--- config.mk ---
export PLATFORM = sky130hd
export DESIGN_NAME = data_memory_dumper
export DESIGN_NICKNAME = d
export VERILOG_FILES = /design/src/rtl/bip_pkg.sv /design/src/rtl/word_serializer.sv /design/src/rtl/data_memory_dumper.sv
export SDC_FILE = /design/constraint.sdc
export NUM_CORES = 1
export LEC_CHECK = 0
export CORE_ASPECT_RATIO = 1.25
export CORE_UTILIZATION = 45
export CTS_CLUSTER_SIZE = 30
export DETAILED_ROUTE_END_ITERATION = 16
export PLACE_DENSITY_LB_ADDON = 0.1
export SYNTH_ARGS = -nofsm -noshare
export SYNTH_HDL_FRONTEND = slang
export SYNTH_HIERARCHICAL = 1
export SYNTH_SLANG_ARGS = --single-unit
--- constraint.sdc ---
create_clock -name i_clk -period 5.8 [get_ports i_clk]
set_clock_uncertainty 0.2 [all_clocks]
set_input_delay 0.58 -clock i_clk [delete_from_list [all_inputs] [get_ports i_clk]]
set_output_delay 0.58 -clock i_clk [all_outputs]
set_load 0.02 [all_outputs]
--- src/rtl/bip_pkg.sv ---
// Shared definitions for the BIP debug path: FSM states, word geometry and
// a constant-foldable ceil(log2) helper.
package bip_pkg;

  localparam int unsigned DATA_WIDTH     = 32;
  localparam int unsigned BYTES_PER_WORD = DATA_WIDTH / 8;

  typedef enum logic [2:0] {
    ST_IDLE    = 3'd0,
    ST_REQ     = 3'd1,
    ST_CAPT    = 3'd2,
    ST_SEND    = 3'd3,
    ST_WAIT_TX = 3'd4,
    ST_DONE    = 3'd5
  } state_t;

  function automatic int unsigned clog2(input int unsigned value);
    int unsigned result;
    int unsigned v;
    result = 0;
    v      = (value > 0) ? value - 1 : 0;
    while (v > 0) begin
      result = result + 1;
      v      = v >> 1;
    end
    return result;
  endfunction

endpackage

--- src/rtl/word_serializer.sv ---
// Parallel-load shift register that hands out a word one byte at a time,
// LSB first, with a byte counter that flags the final byte of the word.
module word_serializer
  import bip_pkg::*;
#(
  parameter int unsigned WIDTH = BYTES_PER_WORD * 8
) (
  input  logic             i_clk,
  input  logic             i_reset,
  input  logic             load,
  input  logic [WIDTH-1:0] load_data,
  input  logic             shift,
  output logic [7:0]       next_byte,
  output logic             last
);

  localparam int unsigned NBYTES = WIDTH / 8;
  localparam int unsigned CW     = clog2(NBYTES) + 1;

  logic [WIDTH-1:0] shift_q;
  logic [WIDTH-1:0] shifted;
  logic [CW-1:0]    count_q;

  // Byte that becomes current after the next shift, and last-byte flag.
  // next_byte lets the owner register the following byte in the same edge
  // as the shift, keeping its byte output registered.
  always_comb begin
    shifted   = shift_q >> 8;
    next_byte = shifted[7:0];
    last      = (count_q == CW'(NBYTES - 1));
  end

  // Load a fresh word (clearing the byte count) or advance by one byte.
  always_ff @(posedge i_clk) begin
    if (!i_reset) begin
      shift_q <= '0;
      count_q <= '0;
    end else if (load) begin
      shift_q <= load_data;
      count_q <= '0;
    end else if (shift) begin
      shift_q <= shifted;
      count_q <= count_q + 1'b1;
    end
  end

endmodule

--- src/rtl/data_memory_dumper.sv ---
// Reads a contiguous window of data memory and streams it byte-by-byte,
// LSB first, to the UART transmitter through its start/done handshake.
module data_memory_dumper
  import bip_pkg::*;
#(
  parameter int unsigned RAM_WIDTH   = DATA_WIDTH,
  parameter int unsigned RAM_DEPTH   = 1024,
  parameter int unsigned COUNT_WIDTH = 11
) (
  input  logic                   i_clk,
  input  logic                   i_reset,
  input  logic                   i_start,
  input  logic [RAM_WIDTH-1:0]   i_base_address,
  input  logic [COUNT_WIDTH-1:0] i_word_count,
  output logic                   o_mem_valid,
  output logic                   o_mem_read_enable,
  output logic                   o_mem_write_enable,
  output logic [RAM_WIDTH-1:0]   o_mem_address,
  input  logic [RAM_WIDTH-1:0]   i_mem_read_data,
  output logic [7:0]             o_tx_data,
  output logic                   o_tx_start,
  input  logic                   i_tx_done,
  output logic                   o_busy,
  output logic                   o_done
);

  localparam logic [RAM_WIDTH-1:0]   ADDR_MASK   = RAM_WIDTH'(RAM_DEPTH - 1);
  localparam logic [COUNT_WIDTH-1:0] DEPTH_COUNT = COUNT_WIDTH'(RAM_DEPTH);

  state_t                 state_q;
  logic [RAM_WIDTH-1:0]   base_q;
  logic [COUNT_WIDTH-1:0] count_q;
  logic [COUNT_WIDTH-1:0] index_q;

  logic [COUNT_WIDTH-1:0] index_inc;
  logic [COUNT_WIDTH-1:0] count_clamped;
  logic [RAM_WIDTH-1:0]   addr_start;
  logic [RAM_WIDTH-1:0]   addr_next;
  logic                   last_word;

  logic       ser_load;
  logic       ser_shift;
  logic [7:0] ser_next_byte;
  logic       ser_last;

  assign o_mem_write_enable = 1'b0;

  // Address arithmetic and count clamping. Addresses are registered on the
  // edge that enters REQ, so both the first address (from the live inputs)
  // and the following one (from the latched base) are formed here.
  always_comb begin
    index_inc     = index_q + 1'b1;
    count_clamped = (i_word_count > DEPTH_COUNT) ? DEPTH_COUNT : i_word_count;
    addr_start    = i_base_address & ADDR_MASK;
    addr_next     = (base_q + RAM_WIDTH'(index_inc)) & ADDR_MASK;
    last_word     = (index_inc == count_q);
    ser_load      = (state_q == ST_CAPT);
    ser_shift     = (state_q == ST_WAIT_TX) && i_tx_done;
  end

  word_serializer #(
    .WIDTH (RAM_WIDTH)
  ) u_word_serializer (
    .i_clk     (i_clk),
    .i_reset   (i_reset),
    .load      (ser_load),
    .load_data (i_mem_read_data),
    .shift     (ser_shift),
    .next_byte (ser_next_byte),
    .last      (ser_last)
  );

  // Dump sequencer. Outputs are registered, so each one is set on the edge
  // that enters the state in which it must be visible; the first byte of a
  // word is taken straight from the read data because the shift register
  // only loads on that same edge.
  always_ff @(posedge i_clk) begin
    if (!i_reset) begin
      state_q           <= ST_IDLE;
      base_q            <= '0;
      count_q           <= '0;
      index_q           <= '0;
      o_mem_valid       <= 1'b0;
      o_mem_read_enable <= 1'b0;
      o_mem_address     <= '0;
      o_tx_data         <= '0;
      o_tx_start        <= 1'b0;
      o_busy            <= 1'b0;
      o_done            <= 1'b0;
    end else begin
      o_mem_valid       <= 1'b0;
      o_mem_read_enable <= 1'b0;
      o_mem_address     <= '0;
      o_tx_start        <= 1'b0;
      o_done            <= 1'b0;
      case (state_q)
        ST_IDLE: begin
          if (i_start) begin
            base_q  <= i_base_address;
            count_q <= count_clamped;
            index_q <= '0;
            o_busy  <= 1'b1;
            if (count_clamped == '0) begin
              state_q <= ST_DONE;
              o_done  <= 1'b1;
            end else begin
              state_q           <= ST_REQ;
              o_mem_valid       <= 1'b1;
              o_mem_read_enable <= 1'b1;
              o_mem_address     <= addr_start;
            end
          end
        end
        ST_REQ: begin
          state_q <= ST_CAPT;
        end
        ST_CAPT: begin
          state_q    <= ST_SEND;
          o_tx_start <= 1'b1;
          o_tx_data  <= i_mem_read_data[7:0];
        end
        ST_SEND: begin
          state_q <= ST_WAIT_TX;
        end
        ST_WAIT_TX: begin
          if (i_tx_done) begin
            if (ser_last) begin
              if (last_word) begin
                state_q <= ST_DONE;
                o_done  <= 1'b1;
              end else begin
                index_q           <= index_inc;
                state_q           <= ST_REQ;
                o_mem_valid       <= 1'b1;
                o_mem_read_enable <= 1'b1;
                o_mem_address     <= addr_next;
              end
            end else begin
              state_q    <= ST_SEND;
              o_tx_start <= 1'b1;
              o_tx_data  <= ser_next_byte;
            end
          end
        end
        ST_DONE: begin
          state_q <= ST_IDLE;
          o_busy  <= 1'b0;
        end
        default: begin
          state_q <= ST_IDLE;
          o_busy  <= 1'b0;
        end
      endcase
    end
  end

endmodule

==> results by group, run 1 <==
Floorplan
  • Die Y: 114.9 um
  • Standard-cell row count: 40
  • Full die area: 10600 um^2
  • Core outline area: 9759 um^2
  • Die width: 92.29 um
  • Initial standard-cell utilization of the core: 46.99%
  • Boundary pin count: 125

Layout
  • Most common cell after layout, fill and taps aside: dfxtp_1
  • Finished Layout Cells: 706
  • Count of inserted antenna diode cells: 0
  • Post-route cell area: 5622 um^2
  • Commonest cells after routing, fill and taps aside: 84 x dfxtp_1, 79 x clkdlybuf4s50_1, 73 x nand2_1
  • # nets final: 667
  • P&R area growth vs syn: 22.59%
  • Fraction of final layout cells sized beyond drive strength 1: 7.759%

Setup path
  • Slowest-stage cell, CP: inv_1
  • Worst r2r src: state_q[0]
  • Most frequent cell on the critical path: nand2_1
  • Cell-by-cell trace of the critical path: nor2_1 -> and2_0 -> nand2_1 -> inv_1 -> nand2_1 -> or4_1 -> a21oi_1
  • Worst Reg2Reg Path Length in Cells: 7
  • Worst path arrival time: 3750 ps
  • Crit Path Max Fanout: 29
  • Required time at the endpoint of the critical path: 5870 ps
  • Type of the setup path with the least slack: flop to flop
  • Critical Path Max Stage Delay: 760 ps
  • Critical path endpoint category: flop
  • Setup slack, reg-to-reg: 2120 ps
  • Startpoint type of the worst setup path: flop
  • Endpoint of the most critical register-to-register path: index_q[7]

Clock tree
  • Bufs on Longest Clock Path: 2
  • Clock insertion delay at the later pin of the skew report: 340 ps
  • Number of clock sinks seen by CTS: 84
  • Root buffer selected by CTS: clkbuf_16
  • TritonCTS clock tree: yes
  • Number of H-tree branching levels: 3
  • Total of hold buffers inserted after clock tree synthesis: 0
  • Total setup buffers inserted after CTS: 0
  • CTS clock-pin slew for the worst setup and hold paths: 60 ps
  • CTS buffer count: 9
  • Number of resized instances in the post-cts repair step: 0

Detailed routing
  • Post-detailed-route wirelength per cell: 14.93 um
  • Routed via count: 3760
  • Residual antenna-violating net count after detailed routing: 0
  • Drt pass-1 iters: 4
  • Sum of routed wire length over all layers: 10540 um
  • Post-route DRC: 0
  • Ratio of routed vias to standard cells: 5.326
  • Violation count after the first detailed-route iteration: 144

Global routing
  • Antenna violations before repair: 0
  • Largest net degree at the start of global routing: 51
  • Wire length of the first global-routing pass: 16700 um
  • Overall routing resource usage: 20.23%
  • Overall overflow remaining after global route: 0
  • Number of global-route vias before repair: 3549

Power
  • Net switching fraction of the power: 24.46%
  • Share of total power in sequential cells: 41.5%
  • Switching power summed over all nets: 0.0003725 W
  • Max rail drop VDD: 0.0001379 V
  • Relative contribution of combinational cells to total power: 14.8%
  • P per Cell Area: 270.9 nW/um^2
  • Static Leak: 2.315 nW
  • Portion of total power attributed to the clock network: 43.7%
  • Internal Pwr Total: 0.001150 W

Place
  • Cell count after placement: 690
  • Total half-perimeter wirelength after legalization and detailed placement: 7465 um
  • Count of buffers inserted at the top-level ports: 79
  • Post-Place Cell Area: 5271 um^2
  • Place WS: 2115 ps
  • Gpl congestion: 0.8406

Timing
  • Max-slew headroom: 34.94%
  • Number of setup violations in the final report: 0
  • Setup_tns: 0 ps
  • Maximum operating frequency: 271.8 MHz
  • Final Critical Period: 3680 ps
  • Final Cycle Share: 63.44%
  • Slew at the pin closest to its max-slew limit: 974.8 ps
  • Setup repair after global routing missed its margin: no
  • Fin worst setup slack: 2120 ps
  • Final count of hold timing violations: 0
  • Final slew viol count: 0
  • Post-route worst hold slack: 269.1 ps

Logic synthesis
  • Share of async-settable or async-resettable flops after synthesis: 0%
  • Warnings, synthesis: 6
  • Mean instance size in the synthesized netlist: 8.802 um^2
  • Unique masters post-synth: 60
  • Number of enable flip-flop cells after synthesis: 0
  • Most area-hungry cell type in the Yosys netlist: dfxtp_1
  • Total of flip-flops plus latches after synthesis: 84
  • Post-synthesis sequential area ratio: 36.67%
  • Gate Count Post-Synth: 521
  • Syn Std Cell Area: 4586 um^2
  • Area share of the largest cell type after synthesis: 36.67%
  • Area contributors post-synth: dfxtp_1 37%, nand2_1 6.0%, buf_4 5.4%
  • Most common flop cell mapped by yosys: dfxtp_1

Worst hold path
  • Hold-critical path depth: 2
  • Type of the most critical hold path: flop to flop
  • Startpoint of the worst hold path: base_q[3]
  • Worst-case hold path end point: base_q[3]

Job
  • Max cap viols: 0

Status
  • Result of the run: finished clean
## state kept, by name (all words and copies together), names as in the netlist
signal	count
u_word_serializer/shift_q	24
count_q	11
index_q	11
base_q	10
o_mem_address	10
o_tx_data	8
state_q	3
u_word_serializer/count_q	3
o_busy	1
o_done	1
o_mem_read_enable	1
o_tx_start	1
## stage by stage
step | total power [W] | util, %
final | 0.001523 | 57.60
after global routing | 0.001585 | 57.60
after CTS | 0.001533 | 57.60
after detailed placement | 0.0008709 | 54.01
after global placement | 0.0008673 | 54.01
after floorplan | 0.0007960 | -
## power groups by stage
stage | Sequential [W] | Combinational [W] | Clock (W)
after floorplan | 0.000649 | 0.000147 | 0
after global placement | 0.000644 | 0.000224 | 0
after detailed placement | 0.000644 | 0.000226 | 0
after CTS | 0.000632 | 0.000228 | 0.000674
after global routing | 0.000635 | 0.000247 | 0.000703
final | 0.000631 | 0.000226 | 0.000666
## worst max-delay path by stage
stage | startpoint | cells past startpoint | endpoint | slack (ps)
detailed placement | state_q[0] | 7 | index_q[7] | 2120
finish | state_q[0] | 7 | index_q[7] | 2120
CTS | state_q[0] | 7 | index_q[7] | 2110
global route | state_q[0] | 7 | index_q[7] | 1810
floorplan | index_q[0] | 9 | o_mem_address[1] | 3010
global placement | state_q[0] | 7 | index_q[7] | 2120
## per-layer routing
| layer | vias to the layer above | GRT usage (%) | wire length (um) |
|---|---|---|---|
| met5 | - | 0 | 0 |
| li1 | 1893 | - | - |
| met1 | 1749 | 23.23 | 4498 |
| met3 | 21 | 2.447 | 402 |
| met2 | 97 | 36.82 | 5370 |
| met4 | 0 | 10.42 | 268 |
## critical path, delay by kind of cell (launching register included)
| family | cells | cell delay (ps) |
|---|---|---|
| AO/OA/AOI/OAI | 1 | 140 |
| flip-flops | 1 | 380 |
| buffers and inverters | 1 | 760 |
| AND/OR/NAND/NOR | 5 | 2120 |
## synth_stat cells (2+ instances only)
master	number
a21o_1	5
nand2b_1	20
a21boi_1	8
ha_1	12
o31ai_1	2
clkbuf_1	23
a31oi_1	2
nand2_1	73
xnor2_1	18
or3b_1	8
a22o_1	6
buf_4	33
o211a_1	16
inv_1	8
mux2i_1	4
or2_2	2
buf_2	4
a22oi_1	5
nor4_1	3
nor3b_1	3
o311ai_0	2
buf_6	3
nor2_1	32
a32o_1	4
mux2_2	16
and3_1	3
dfxtp_1	84
or3_1	3
a21oi_1	33
nand3_1	13
xor2_1	6
a211oi_1	6
nand3b_1	7
a2111oi_0	2
o21bai_1	3
o21ai_0	6
a311oi_1	8
xnor3_1	3
o22ai_1	3
nor3_1	9
## cells by family (layout without fill, tap and decap cells)
logic type / Yosys count / after routing / synth area share (%)
AO/OA/AOI/OAI: 117 / 117 / 18.77
adder cells (fa/ha/maj): 13 / 13 / 3.711
multiplexers: 21 / 21 / 5.048
buffers and inverters: 72 / 109 / 9.195
flip-flops: 84 / 84 / 36.67
other: 1 / 23 / 0.08178
XOR/XNOR: 27 / 27 / 6.057
AND/OR/NAND/NOR: 186 / 186 / 20.46
## cell type report
type	count	area, um^2
clock buffer	10	239.0
clock inverter	6	111.4
fill	932	4138
inverter	9	33.78
multi-input combinational	387	2570
sequential	84	1682
tap	126	157.7
timing repair buffer	84	828.3
Power figures use the tool's default switching activity.
==> run 2: changes to the inputs <==
- CORE_UTILIZATION: 45 -> 44
- clock period: 5.8 -> 3.03 ns (I/O delays scaled with it)
==> run 2 against run 1 <==
Effect of this change: register-to-register slack lost 2000 ps; first-iteration DRC count grew 31%; highest routed layer unchanged; non-clock buffer count grew 22; sequential share of layout area shrank 0.81 points; sequential power grew 92%; count of clock-buffer cells in the layout grew 1; via count grew 3.8%; critical endpoint is now index_q[0]; worst hold slack lost 7.6 ps; combinational power grew 97%.
==> results by group, run 2 (synthesized netlist as in run 1, its figures left out) <==
Detailed routing
  • Sum of routed wire length over all layers: 10890 um
  • Residual antenna-violating net count after detailed routing: 0
  • Drt pass-1 iters: 5
  • Violation count after the first detailed-route iteration: 188
  • Ratio of routed vias to standard cells: 5.337
  • Post-detailed-route wirelength per cell: 14.89 um
  • Routed via count: 3901
  • Post-route DRC: 0

Power
  • PnR Total Power: 0.002764 W
  • Share of total power in sequential cells: 43.7%
  • Switching power summed over all nets: 0.0007034 W
  • Static Leak: 2.424 nW
  • Max rail drop VDD: 0.0002973 V
  • Portion of total power attributed to the clock network: 40.2%
  • P per Cell Area: 478.4 nW/um^2
  • Net switching fraction of the power: 25.45%
  • Relative contribution of combinational cells to total power: 16.1%
  • Internal Pwr Total: 0.002061 W

Floorplan
  • Core outline area: 10110 um^2
  • Boundary pin count: 125
  • Standard-cell row count: 41
  • Full die area: 10840 um^2
  • Initial standard-cell utilization of the core: 45.38%
  • Die Y: 116.1 um
  • Die width: 93.31 um

Setup path
  • Setup slack, reg-to-reg: 100 ps
  • Worst path arrival time: 3010 ps
  • Startpoint type of the worst setup path: flop
  • Critical path endpoint category: flop
  • Type of the setup path with the least slack: flop to flop
  • Crit Path Max Fanout: 9
  • Required time at the endpoint of the critical path: 3110 ps

Global routing
  • Largest net degree at the start of global routing: 50
  • Wire length of the first global-routing pass: 17640 um
  • Antenna violations before repair: 0
  • Overall routing resource usage: 21.05%
  • Overall overflow remaining after global route: 0
  • Number of global-route vias before repair: 3660

Layout
  • P&R area growth vs syn: 26.00%
  • # fillers: 957
  • Commonest cells after routing, fill and taps aside: 84 x dfxtp_1, 79 x clkdlybuf4s50_1, 73 x nand2_1
  • Most common cell after layout, fill and taps aside: dfxtp_1
  • # nets final: 689
  • Number of flip-flops in the largest register: 24
  • Post-route cell area: 5778 um^2
  • Fraction of final layout cells sized beyond drive strength 1: 11.96%
  • Largest regs: u_word_serializer/shift_q: 24 flops, count_q: 11 flops, index_q: 11 flops
  • Register ranked first by flip-flop count: u_word_serializer/shift_q
  • Count of inserted antenna diode cells: 0

Clock tree
  • TritonCTS clock tree: yes
  • CTS buffer count: 9
  • Bufs on Longest Clock Path: 2
  • CTS clock-pin slew for the worst setup and hold paths: 60 ps
  • Number of H-tree branching levels: 3
  • Total of hold buffers inserted after clock tree synthesis: 0
  • Number of clock sinks seen by CTS: 84
  • Root buffer selected by CTS: clkbuf_16
  • Clock insertion delay at the later pin of the skew report: 330 ps

Timing
  • Slew at the pin closest to its max-slew limit: 1003 ps
  • Number of setup violations in the final report: 0
  • Maximum operating frequency: 341.2 MHz
  • Final count of hold timing violations: 0
  • Final slew viol count: 0
  • Setup_tns: 0 ps
  • Final Cycle Share: 96.73%
  • Final Critical Period: 2931 ps
  • Max-slew headroom: 32.60%

Place
  • Count of buffers inserted at the top-level ports: 79
  • Total half-perimeter wirelength after legalization and detailed placement: 7912 um
  • Gpl congestion: 0.8428
  • Post-Place Cell Area: 5440 um^2

Status
  • Result of the run: finished clean

Job
  • Max cap viols: 0

Worst hold path
  • Type of the most critical hold path: flop to flop
-- run 2: timing repair --
item,CTS,global route
pin swaps,0,0
gates resized for setup,2,5
endpoints found under the setup margin,8,10
setup buffers,0,0
-- run 2: per-layer routing --
metal  track usage [%]  routed length (um)
met1             23.68                4507
met2             38.43                5536
met3             4.427                 548
met4             8.923                 295
met5                 0                   0
-- run 2: final timing paths --
| kind | start | end | cells after the start |
|---|---|---|---|
| max | index_q[2] | index_q[0] | 8 |
| min | base_q[0] | base_q[0] | 2 |
| max reg2reg | index_q[2] | index_q[0] | 8 |
| min reg2reg | base_q[0] | base_q[0] | 2 |
-- run 2: cell type report --
type,count,area [um^2],share of cell area [%]
sequential,84,1682,29.10
clock inverter,5,50.05,0.8662
clock buffer,11,252.7,4.374
tap,129,161.4,2.793
inverter,9,33.78,0.5847
multi-input combinational,387,2605,45.08
timing repair buffer,106,993.5,17.19
-- run 2: critical path, stage by stage, from the launching register on --
cell and delay [ps]:
dfxtp_1 500, nand3_4 180, nor4_1 410, buf_4 210, xnor3_1 150, nand2_1 100
or4b_4 590, a211oi_4 350, mux2_1 180
-- run 2: power groups by stage --
stage / logic, W / clock network, W / registers [W]
2_1_floorplan: 0.000282 / 0 / 0.00124
4_1_cts: 0.000447 / 0.00113 / 0.00121
3_3_place_gp: 0.000438 / 0 / 0.00123
6_report: 0.000446 / 0.00111 / 0.00121
5_1_grt: 0.000488 / 0.00118 / 0.00122
3_5_place_dp: 0.000444 / 0 / 0.00123
-- run 2: through the flow --
stage / hold slack [ps] / cells / util, % / worst slack (ps)
after floorplan: 208.5 / 543 / - / 244.4
after detailed placement: 253.6 / 715 / 53.83 / -75.49
after CTS: 262.0 / 731 / 56.89 / 26.64
after global routing: 278.0 / 731 / 57.17 / -1.797
after global placement: 249.6 / 715 / 53.83 / -3.376
final: 261.5 / 731 / 57.17 / 99.23
==> run 3: changes to the inputs <==
- CORE_UTILIZATION: 44 -> 45
- MAX_ROUTING_LAYER: default -> met4
- clock period: 3.03 -> 2.7 ns (I/O delays scaled with it)
==> run 3 against run 2 <==
Effect of this change: the run now ends with setup timing left; first-iteration DRC count shrank 14%; critical path depth is the same; final cell count grew 3.7%.
==> results by group, run 3 (synthesized netlist as in run 1, its figures left out) <==
Status
  • Result of the run: finished, violations left
  • Violated checks: setup timing

Setup path
  • Endpoint of the most critical register-to-register path: index_q[0]
  • Launching instance or port of the critical path: index_q[0]
  • Startpoint type of the worst setup path: flop
  • Worst Reg2Reg Path Length in Cells: 8
  • Crit Path Max Fanout: 4
  • Setup slack, reg-to-reg: -10 ps
  • Worst r2r src: index_q[0]
  • Capturing instance or port of the critical path: index_q[0]
  • Required time at the endpoint of the critical path: 2790 ps
  • Worst path arrival time: 2800 ps
  • Type of the setup path with the least slack: flop to flop
  • Critical path endpoint category: flop

Detailed routing
  • Residual antenna-violating net count after detailed routing: 0
  • Post-route DRC: 0
  • Sum of routed wire length over all layers: 11130 um
  • Ratio of routed vias to standard cells: 5.243
  • Routed via count: 3974
  • Drt pass-1 iters: 4
  • Violation count after the first detailed-route iteration: 162
  • Post-detailed-route wirelength per cell: 14.68 um

Worst hold path
  • Type of the most critical hold path: flop to flop
  • Hold-critical path depth: 2

Power
  • Static Leak: 2.595 nW
  • PnR Total Power: 0.003199 W
  • P per Cell Area: 526.4 nW/um^2
  • Max rail drop VDD: 0.0005023 V

Place
  • Count of buffers inserted at the top-level ports: 79
  • Total half-perimeter wirelength after legalization and detailed placement: 8150 um
  • Place WS: -203.6 ps
  • Post-Place Cell Area: 5658 um^2
  • Gpl congestion: 0.8427

Layout
  • Fraction of final layout cells sized beyond drive strength 1: 17.88%
  • P&R area growth vs syn: 32.52%
  • # nets final: 719
  • Most common cell after layout, fill and taps aside: dfxtp_1
  • Register ranked first by flip-flop count: u_word_serializer/shift_q
  • Post-route cell area: 6077 um^2
  • # fillers: 873
  • Largest regs: u_word_serializer/shift_q: 24 flops, count_q: 11 flops, index_q: 11 flops
  • Commonest cells after routing, fill and taps aside: 80 x dfxtp_1, 79 x clkdlybuf4s50_1, 72 x nand2_1
  • Count of inserted antenna diode cells: 0
  • Number of flip-flops in the largest register: 24

Global routing
  • Number of global-route vias before repair: 3848
  • Overall routing resource usage: 22.79%
  • Overall overflow remaining after global route: 0
  • Largest net degree at the start of global routing: 50
  • Antenna violations before repair: 0
  • Wire length of the first global-routing pass: 18360 um

Clock tree
  • TritonCTS clock tree: yes
  • CTS buffer count: 9
  • Number of clock sinks seen by CTS: 84
  • Total of hold buffers inserted after clock tree synthesis: 0
  • Root buffer selected by CTS: clkbuf_16
  • CTS clock-pin slew for the worst setup and hold paths: 60 ps
  • Bufs on Longest Clock Path: 2
  • Number of H-tree branching levels: 3
  • Clock insertion delay at the later pin of the skew report: 340 ps

Timing
  • Number of setup violations in the final report: 1
  • Final slew viol count: 0
  • Final Cycle Share: 100.5%
  • Fin worst setup slack: -12.89 ps
  • Setup repair after global routing missed its margin: yes
  • Final count of hold timing violations: 0
  • Max-slew headroom: 39.52%
  • Slew at the pin closest to its max-slew limit: 900.2 ps
  • Maximum operating frequency: 368.6 MHz
  • Final Critical Period: 2713 ps

Floorplan
  • Initial standard-cell utilization of the core: 46.99%
  • Full die area: 10600 um^2
  • Standard-cell row count: 40
  • Die Y: 114.9 um
  • Core outline area: 9759 um^2
  • Boundary pin count: 125
  • Die width: 92.29 um

Job
  • Max cap viols: 0
run 3: through the flow:
step | hold WS, ps | util, % | setup TNS, ps | instances
6_report | 267.4 | 62.27 | -12.89 | 758
5_1_grt | 285.4 | 62.27 | -697.1 | 758
4_1_cts | 270.6 | 61.91 | -5.973 | 757
3_5_place_dp | 262.5 | 57.97 | -1550 | 740
3_3_place_gp | 253.5 | 57.97 | -1236 | 740
2_1_floorplan | 175.5 | - | -10.23 | 543
run 3: worst min-delay path by stage:
stage | from | end | slack (ps)
2_1_floorplan | i_tx_done | state_q[2] | 180
3_3_place_gp | base_q[2] | base_q[2] | 250
3_5_place_dp | base_q[0] | base_q[0] | 260
4_1_cts | base_q[0] | base_q[0] | 270
5_1_grt | i_mem_read_data[29] | u_word_serializer/shift_q[29] | 290
6_report | base_q[0] | base_q[0] | 270
run 3: layer usage:
| layer | part of all wire, % | global-route usage (%) | wire length (um) | vias up |
|---|---|---|---|---|
| met4 | 1.3 | 6.563 | 146 | 0 |
| met5 | 0 | - | 0 | - |
| met2 | 53 | 41.94 | 5859 | 103 |
| met1 | 42 | 24.91 | 4630 | 1866 |
| met3 | 4.4 | 4.233 | 493 | 13 |
| li1 | - | - | - | 1992 |
run 3: timing repair:
action                                  in CTS  in global routing
pin swaps                                    4                  1
setup buffers                                1                  1
gates resized for setup                     12                  7
gates cloned                                 0                  0
endpoints found under the setup margin      12                 22
run 3: worst max-delay path: stages, from the launching register on:
cell and delay [ps]:
dfxtp_2 350, ha_4 180, nand2_4 60, or4_4 500
o21ai_2 130, o211ai_1 130, or4b_4 600, a211oi_4 310
mux2_4 200
run 3: layout make-up:
class	instances	area, um^2	area share [%]
flip-flops and latches	84	1687	27.75
clock inverters	4	72.57	1.194
repair buffers	136	1219	20.05
clock buffers	12	246.5	4.056
multi-input cells	387	2661	43.79
well taps	126	157.7	2.594
inverters	9	33.78	0.5559
run 3: power by group:
part	internal (W)	switching [W]	total (W)
Clock	0.000834	0.000494	0.00133
Sequential	0.00131	0.0000444	0.00135
Combinational	0.000254	0.000262	0.000516
